==> config.mk <==
export PLATFORM = sky130hd
export DESIGN_NAME = alu_issue
export DESIGN_NICKNAME = d
export VERILOG_FILES = /design/src/rtl/alu_issue.sv
export SDC_FILE = /design/constraint.sdc
export NUM_CORES = 1
export LEC_CHECK = 0
export ABC_AREA = 0
export BUFFER_PORTS_ARGS = -buffer_cell sky130_fd_sc_hd__buf_2
export CORE_AREA = 2 2 167 169
export CTS_CLUSTER_SIZE = 24
export DETAILED_ROUTE_END_ITERATION = 16
export DIE_AREA = 0 0 169 171
export SLEW_MARGIN = 0
export SYNTH_ARGS = -nofsm -noshare
export SYNTH_HDL_FRONTEND = slang
export SYNTH_SLANG_ARGS = --single-unit
==> constraint.sdc <==
create_clock -name clk -period 5.69 [get_ports clk]
set_input_delay 1.707 -clock clk [delete_from_list [all_inputs] [get_ports clk]]
set_output_delay 1.707 -clock clk [all_outputs]
set_load 0.005 [all_outputs]
==> src/rtl/alu_issue.sv <==
// Issue/writeback controller for the 2-stage pipelined integer ALU: RAW hazard
// bubbles, operand resolution and aligned writeback. Define ALU_ISSUE_FORWARD_EN
// to forward the ALU result register instead of stalling on stage-2 hazards.
module alu_issue #(
  parameter int unsigned REG_ADDR_W = 5,
  parameter int unsigned CNT_W      = 32,
  parameter int unsigned PC_W       = 32,
  parameter int unsigned DATA_W     = 32,
  parameter int unsigned OP_W       = 4
) (
  input  logic                  clk,
  input  logic                  rst,
  input  logic                  stall,
  input  logic                  in_valid,
  output logic                  in_ready,
  input  logic [PC_W-1:0]       in_pc,
  input  logic [OP_W-1:0]       in_instruction,
  input  logic [REG_ADDR_W-1:0] in_rs1,
  input  logic [REG_ADDR_W-1:0] in_rs2,
  input  logic [REG_ADDR_W-1:0] in_rd,
  input  logic [DATA_W-1:0]     in_imm,
  input  logic                  in_writes_rd,
  output logic [REG_ADDR_W-1:0] rf_raddr1,
  output logic [REG_ADDR_W-1:0] rf_raddr2,
  input  logic [DATA_W-1:0]     rf_rdata1,
  input  logic [DATA_W-1:0]     rf_rdata2,
  output logic                  alu_enable,
  output logic [PC_W-1:0]       alu_pc,
  output logic [OP_W-1:0]       alu_instruction,
  output logic [DATA_W-1:0]     alu_op1,
  output logic [DATA_W-1:0]     alu_op2,
  output logic [DATA_W-1:0]     alu_imm,
  input  logic [DATA_W-1:0]     alu_result,
  output logic                  wb_valid,
  output logic [REG_ADDR_W-1:0] wb_rd,
  output logic [DATA_W-1:0]     wb_data,
  output logic [CNT_W-1:0]      issue_count,
  output logic [CNT_W-1:0]      bubble_count
);

  localparam logic [OP_W-1:0] ALU_NOP = '0;

  logic                  r_t1_valid, r_t1_writes;
  logic [REG_ADDR_W-1:0] r_t1_rd;
  logic                  r_t2_valid, r_t2_writes;
  logic [REG_ADDR_W-1:0] r_t2_rd;
  logic [CNT_W-1:0]      r_issue_count, r_bubble_count;

  logic w_t1_hz1, w_t1_hz2, w_t2_hz1, w_t2_hz2;
  logic w_stall_hz, w_ready, w_accept;
  logic [DATA_W-1:0] w_op1, w_op2;

  function automatic logic hz(input logic v, input logic w,
                              input logic [REG_ADDR_W-1:0] rd,
                              input logic [REG_ADDR_W-1:0] rs);
    return v && w && (rd == rs) && (rs != '0);
  endfunction

  always_comb begin
    w_t1_hz1 = hz(r_t1_valid, r_t1_writes, r_t1_rd, in_rs1);
    w_t1_hz2 = hz(r_t1_valid, r_t1_writes, r_t1_rd, in_rs2);
    w_t2_hz1 = hz(r_t2_valid, r_t2_writes, r_t2_rd, in_rs1);
    w_t2_hz2 = hz(r_t2_valid, r_t2_writes, r_t2_rd, in_rs2);
`ifdef ALU_ISSUE_FORWARD_EN
    w_stall_hz = w_t1_hz1 | w_t1_hz2;
`else
    w_stall_hz = w_t1_hz1 | w_t1_hz2 | w_t2_hz1 | w_t2_hz2;
`endif
    w_ready  = !rst && !stall && !w_stall_hz;
    w_accept = in_valid && w_ready;
  end

  // Operand resolution: x0 reads zero; a stage-2 producer is taken from the ALU result when forwarding.
  always_comb begin
    w_op1 = (in_rs1 == '0) ? '0 : rf_rdata1;
    w_op2 = (in_rs2 == '0) ? '0 : rf_rdata2;
`ifdef ALU_ISSUE_FORWARD_EN
    if (w_t2_hz1) w_op1 = alu_result;
    if (w_t2_hz2) w_op2 = alu_result;
`endif
  end

  always_comb begin
    in_ready        = w_ready;
    rf_raddr1       = in_rs1;
    rf_raddr2       = in_rs2;
    alu_enable      = !stall && !rst;
    alu_pc          = w_accept ? in_pc : '0;
    alu_instruction = w_accept ? in_instruction : ALU_NOP;
    alu_op1         = w_accept ? w_op1 : '0;
    alu_op2         = w_accept ? w_op2 : '0;
    alu_imm         = w_accept ? in_imm : '0;
    wb_valid        = r_t2_valid && r_t2_writes && (r_t2_rd != '0) && !stall && !rst;
    wb_rd           = r_t2_rd;
    wb_data         = alu_result;
    issue_count     = r_issue_count;
    bubble_count    = r_bubble_count;
  end

  // Tag pipe mirrors the ALU stages and freezes with them.
  always_ff @(posedge clk) begin
    if (rst) begin
      r_t1_valid  <= 1'b0;
      r_t1_writes <= 1'b0;
      r_t1_rd     <= '0;
      r_t2_valid  <= 1'b0;
      r_t2_writes <= 1'b0;
      r_t2_rd     <= '0;
    end else if (!stall) begin
      r_t2_valid  <= r_t1_valid;
      r_t2_writes <= r_t1_writes;
      r_t2_rd     <= r_t1_rd;
      r_t1_valid  <= w_accept;
      r_t1_writes <= in_writes_rd;
      r_t1_rd     <= in_rd;
    end
  end

  always_ff @(posedge clk) begin
    if (rst) begin
      r_issue_count  <= '0;
      r_bubble_count <= '0;
    end else begin
      if (w_accept) r_issue_count <= r_issue_count + CNT_W'(1);
      if (!stall && in_valid && !w_ready) r_bubble_count <= r_bubble_count + CNT_W'(1);
    end
  end

endmodule

### Word level (Yosys, flattened, before mapping)

Index checks and enable logic that the tools add are counted.

| word-level totals | value |
|---|---|
| register bits | 78 |
| input port bits | 184 |
| output and inout bits | 246 |

| cells by class | value |
|---|---|
| add/subtract/negate cells | 2 |
| equal/unequal tests | 4 |
| mux-type cells | 7 |
| bitwise logic cells | 3 |
| reduce and logical (&&, ||, !) cells | 27 |

Operators with widths:

| kind | number |
|---|---|
| two-way mux 32 bit | 6 |
| adder 32 x 1 -> 32 bit, second input constant | 2 |
| equality test 5 bit | 4 |
| logical AND 1 bit | 18 |
| nonzero test 5 bit | 3 |
| zero test 5 bit | 2 |
| zero test 1 bit | 4 |
| two-way mux 4 bit | 1 |
| bitwise OR 1 bit | 3 |

### Longest topological paths before layout

| logic depth | value |
|---|---|
| word-level depth | 10 |
| gate-level depth with buffers | 9 |
| depth with buffers taken out | 7 |

### Worst setup path after synthesis

OpenSTA, ideal clock, no wires.

| timing path | value |
|---|---|
| kind | input to output |
| start | input port in_rs1[1] |
| end | output port alu_op2[10] |
| arrival | 3.486 ns |
| data required time | 3.983 ns |
| slack | 0.497 ns |
| stages on the path | 7 |
| cells stage by stage | or4_1 -> nor2_1 -> o2111ai_4 -> buf_6 -> nor2_1 -> clkbuf_1 -> and2_1 |

| between the ends | value |
|---|---|
| word-level cells in the longest chain between the ends | 10 |

Ends and longest elaborated chain:

| item | line | source |
|---|---|---|
| start, declared | 18 | `input logic [REG_ADDR_W-1:0] in_rs1,` |
| equality test 5 bit | 56 | `return v && w && (rd == rs) && (rs != '0);` |
| logical AND 1 bit (2 in series) | 56 |  |
| bitwise OR 1 bit | 67 | `w_stall_hz = w_t1_hz1 \| w_t1_hz2 \| w_t2_hz1 \| w_t2_hz2;` |
| bitwise OR 1 bit (*) (2 in series) | 67 |  |
| zero test 1 bit (*) | 69 | `w_ready = !rst && !stall && !w_stall_hz;` |
| logical AND 1 bit (*) | 69 |  |
| logical AND 1 bit (*) | 70 | `w_accept = in_valid && w_ready;` |
| two-way mux 32 bit (*) | 91 | `alu_op2 = w_accept ? w_op2 : '0;` |
| end, declared | 31 | `output logic [DATA_W-1:0] alu_op2,` |

Mark *: on every way between the ends. The rest lies on a longest branch, timed or not.

### Final worst setup path

| timing path | value |
|---|---|
| start | input port in_rs2[1] |
| end | output port alu_imm[4] |

| between the ends | value |
|---|---|
| word-level cells in the longest chain between the ends | 10 |

Ends and longest elaborated chain:

| item | line | source |
|---|---|---|
| start, declared | 19 | `input logic [REG_ADDR_W-1:0] in_rs2,` |
| equality test 5 bit | 56 |  |
| logical AND 1 bit (2 in series) | 56 |  |
| bitwise OR 1 bit (2 in series) | 67 |  |
| bitwise OR 1 bit (*) | 67 |  |
| zero test 1 bit (*) | 69 |  |
| logical AND 1 bit (*) | 69 |  |
| logical AND 1 bit (*) | 70 |  |
| two-way mux 32 bit (*) | 92 | `alu_imm = w_accept ? in_imm : '0;` |
| end, declared | 32 | `output logic [DATA_W-1:0] alu_imm,` |

Marks and branches as above.

==> results.toml <==
[status]
status = "completed"

[global_routing]
grt_use_total_pct = 13.9
grt_max_degree = 81
grt_pass1_wl_um = 30900
grt_pass1_vias = 5370
grt_antenna_before_repair = 2
overflow = 0

[synth]
synthesis.area_um2 = 5180
synth_cells = 660
synth_edf_count = 0
yosys.area.top_type = "dfxtp_1"
synth_top_area_share_pct = 30.1
synth_commonest_cells = "and2_1 (135), dfxtp_1 (78), a21oi_1 (60), buf_4 (42), or4_1 (35)"
syn-num-nets = 846
seq_area_frac_synth_pct = 30.1
synth_area_per_cell_um2 = 7.85
synth_cell_type_count = 43
synth-main-ff-cell = "dfxtp_1"
synth-async-reset-ratio_pct = 0
synthTopCellsByArea = "dfxtp_1 (30%), and2_1 (16%), buf_4 (6.1%)"
ys_seq_elements = 78
synthMostInstantiatedCell = "and2_1"
ys_warn_count = 0

[floorplanning]
die_h_um = 171
dieArea_um2 = 28900
core-area_um2 = 27300
rows = 61
io_pins = 430
die_width_um = 169
start_util_pct = 19.0

[clocking]
clock_latency_ns = 0.34
cts_setup_buffers = 0
cts_made_buffers = 9
cts-htree-levels = 3
clock-root-buffer = "clkbuf_16"
clkTransAtPathRegs_ns = 0.06
cts_tree = "yes"
cts.sinks = 78
clock_tree.buffer_depth = 2
cts_hold_buf = 0
cts_resized = 0

[layout]
drive_above_1_share_pct = 42.0
fillers = 3032
stdcell_count = 1321
area_delta_synth_final_pct = 41.8
final_nets = 1154
post-route-util_pct = 26.9

[timing]
min_period_ns = 5.50
worst_slew_pin_slew_ns = 0.929
tns_ns = 0
rsz0062_at_grt = "false"
finalHoldViolCount = 0
post-route-period-util_pct = 96.7
whs_ns = 0.483
fmax_mhz = 182
relSlewSlack_pct = 38.1
setup_violations = 0
slew_viol_final = 0
fin_skew_ns = 0.00770

[drt]
drt_iter0_markers = 334
vias = 5924
drc = 0
dr_wl_met2_um = 11000
routed_wl_um = 21400
dr_wl_met3_um = 1040
top_layer_used = "met4"
wl_per_cell_um = 16.2
ant_nets = 0
drt-met1-wl_um = 8770
via_per_inst = 4.48
firstDrtPassIters = 4

[setup_path]
cp_top_family = "simple AND/OR/NAND/NOR gates"
startpoint_type = "input pin"
path_buf_inv = 3
worstPathArrival_ns = 3.80
r2r-start = "r_t1_rd[2]"
crit_chain = "buf_2 -> or4_1 -> nor2_1 -> o41a_4 -> o2111a_2 -> buf_4 -> and2_1 -> buf_2"
critPathLaunch = "in_rs2[1]"
criticalPathCategory = "input pin to primary output"
cp_slowest_stage_delay_ns = 0.51
crit_fanout = 21
required_ns = 3.98
slowest_stage = "or4_1"
cp-end-kind = "primary output"
crit_top_cell = "buf_2"

[power_and_ir_drop]
p_leak_nw = 3.47
p_per_area_nw_per_um2 = 176
vdd_drop_max_uv = 107

[place]
dpl.hpwl_um = 17000
dp_cells = 1303
io_buffers = 365
place.gp.congestion = 1.02

[job]
max_cap_violations = 0

[min_path]
holdCritStartpoint = "issue_count[31]"
hp-class = "register to register"
[cell families (layout without fill, tap and decap cells)]
family,after synthesis,in the layout,share of synthesized area [%]
AOI/OAI and AO/OA,125,125,15.0
xor gates and xnor gates,19,19,3.21
adders and majority gates,2,2,0.483
buffers and inverters,89,402,10.1
DFF,78,78,30.1
muxes,17,17,3.33
other,0,2,0
and+or+nand+nor,330,330,37.7
[through the flow]
step | setup slack [ns] | total power [mW] | instance area [um2]
4_1_cts | 0.193 | 1.32 | 7340
6_report | 0.186 | 1.29 | 7350
3_3_place_gp | 0.210 | 0.758 | 7070
3_5_place_dp | 0.180 | 0.757 | 7070
2_1_floorplan | 0.497 | 0.670 | 5180
5_1_grt | 0.0200 | 1.36 | 7350
[registers in the layout (all words and copies together), names as in the netlist]
| signal | flops |
|---|---|
| issue_count | 32 |
| r_t1_rd | 5 |
| r_t1_valid | 1 |
| r_t2_valid | 1 |
| bubble_count | 32 |
| wb_rd | 5 |
| r_t2_writes | 1 |
| r_t1_writes | 1 |
[power breakdown]
group	total, mW	internal [mW]	switching (mW)
clock	0.548	0.298	0.250
combinational	0.184	0.0919	0.0924
sequential	0.560	0.551	0.00811
total	1.29	0.941	0.350
[tightest hold or removal path: cells and delay by family (launching register included)]
| kind | cells | cell delay, ns |
|---|---|---|
| flip-flops | 1 | 0.32 |
| AO/OA/AOI/OAI | 2 | 0.12 |
[area by class of cell]
cell class              instances  area (um2)  share of cell area, %
well taps                     346         433                   5.89
inverters                       5        21.3                  0.290
diodes                          2        5.00                 0.0681
multi-input cells             493        3100                   42.2
clock inverters                 6        47.5                  0.647
repair buffers                381        1950                   26.5
flip-flops and latches         78        1560                   21.3
clock buffers                  10         229                   3.12
[cell usage in the layout, fill, tap and decap left out, types with 3 or more instances in the layout]
cell,instances
buf_2,365
and2_1,135
dfxtp_1,78
a21oi_1,60
or4_1,35
o31ai_1,32
nand3_1,31
nand2_1,30
or3_1,27
o21ai_0,26
nor2_1,25
nand4_1,19
xnor2_1,18
buf_4,16
mux2i_1,15
and3_1,9
clkbuf_16,9
and4_1,5
clkinvlp_4,4
inv_1,3
nor3_1,3
[final timing paths]
kind / end / slack, ns / depth (start not counted)
max: alu_imm[4] / 0.19 / 8
max reg2reg: bubble_count[30] / 3.01 / 9
min: issue_count[31] / 0.48 / 2
min reg2reg: issue_count[31] / 0.48 / 2
[metal layers]
layer | track usage, % | vias to the layer above
li1 | - | 2933
met3 | 2.75 | 22
met1 | 16.4 | 2763
met2 | 24.8 | 206
met4 | 5.24 | 0
met5 | 0 | -
No activity file was read; power rests on OpenSTA's default activity.
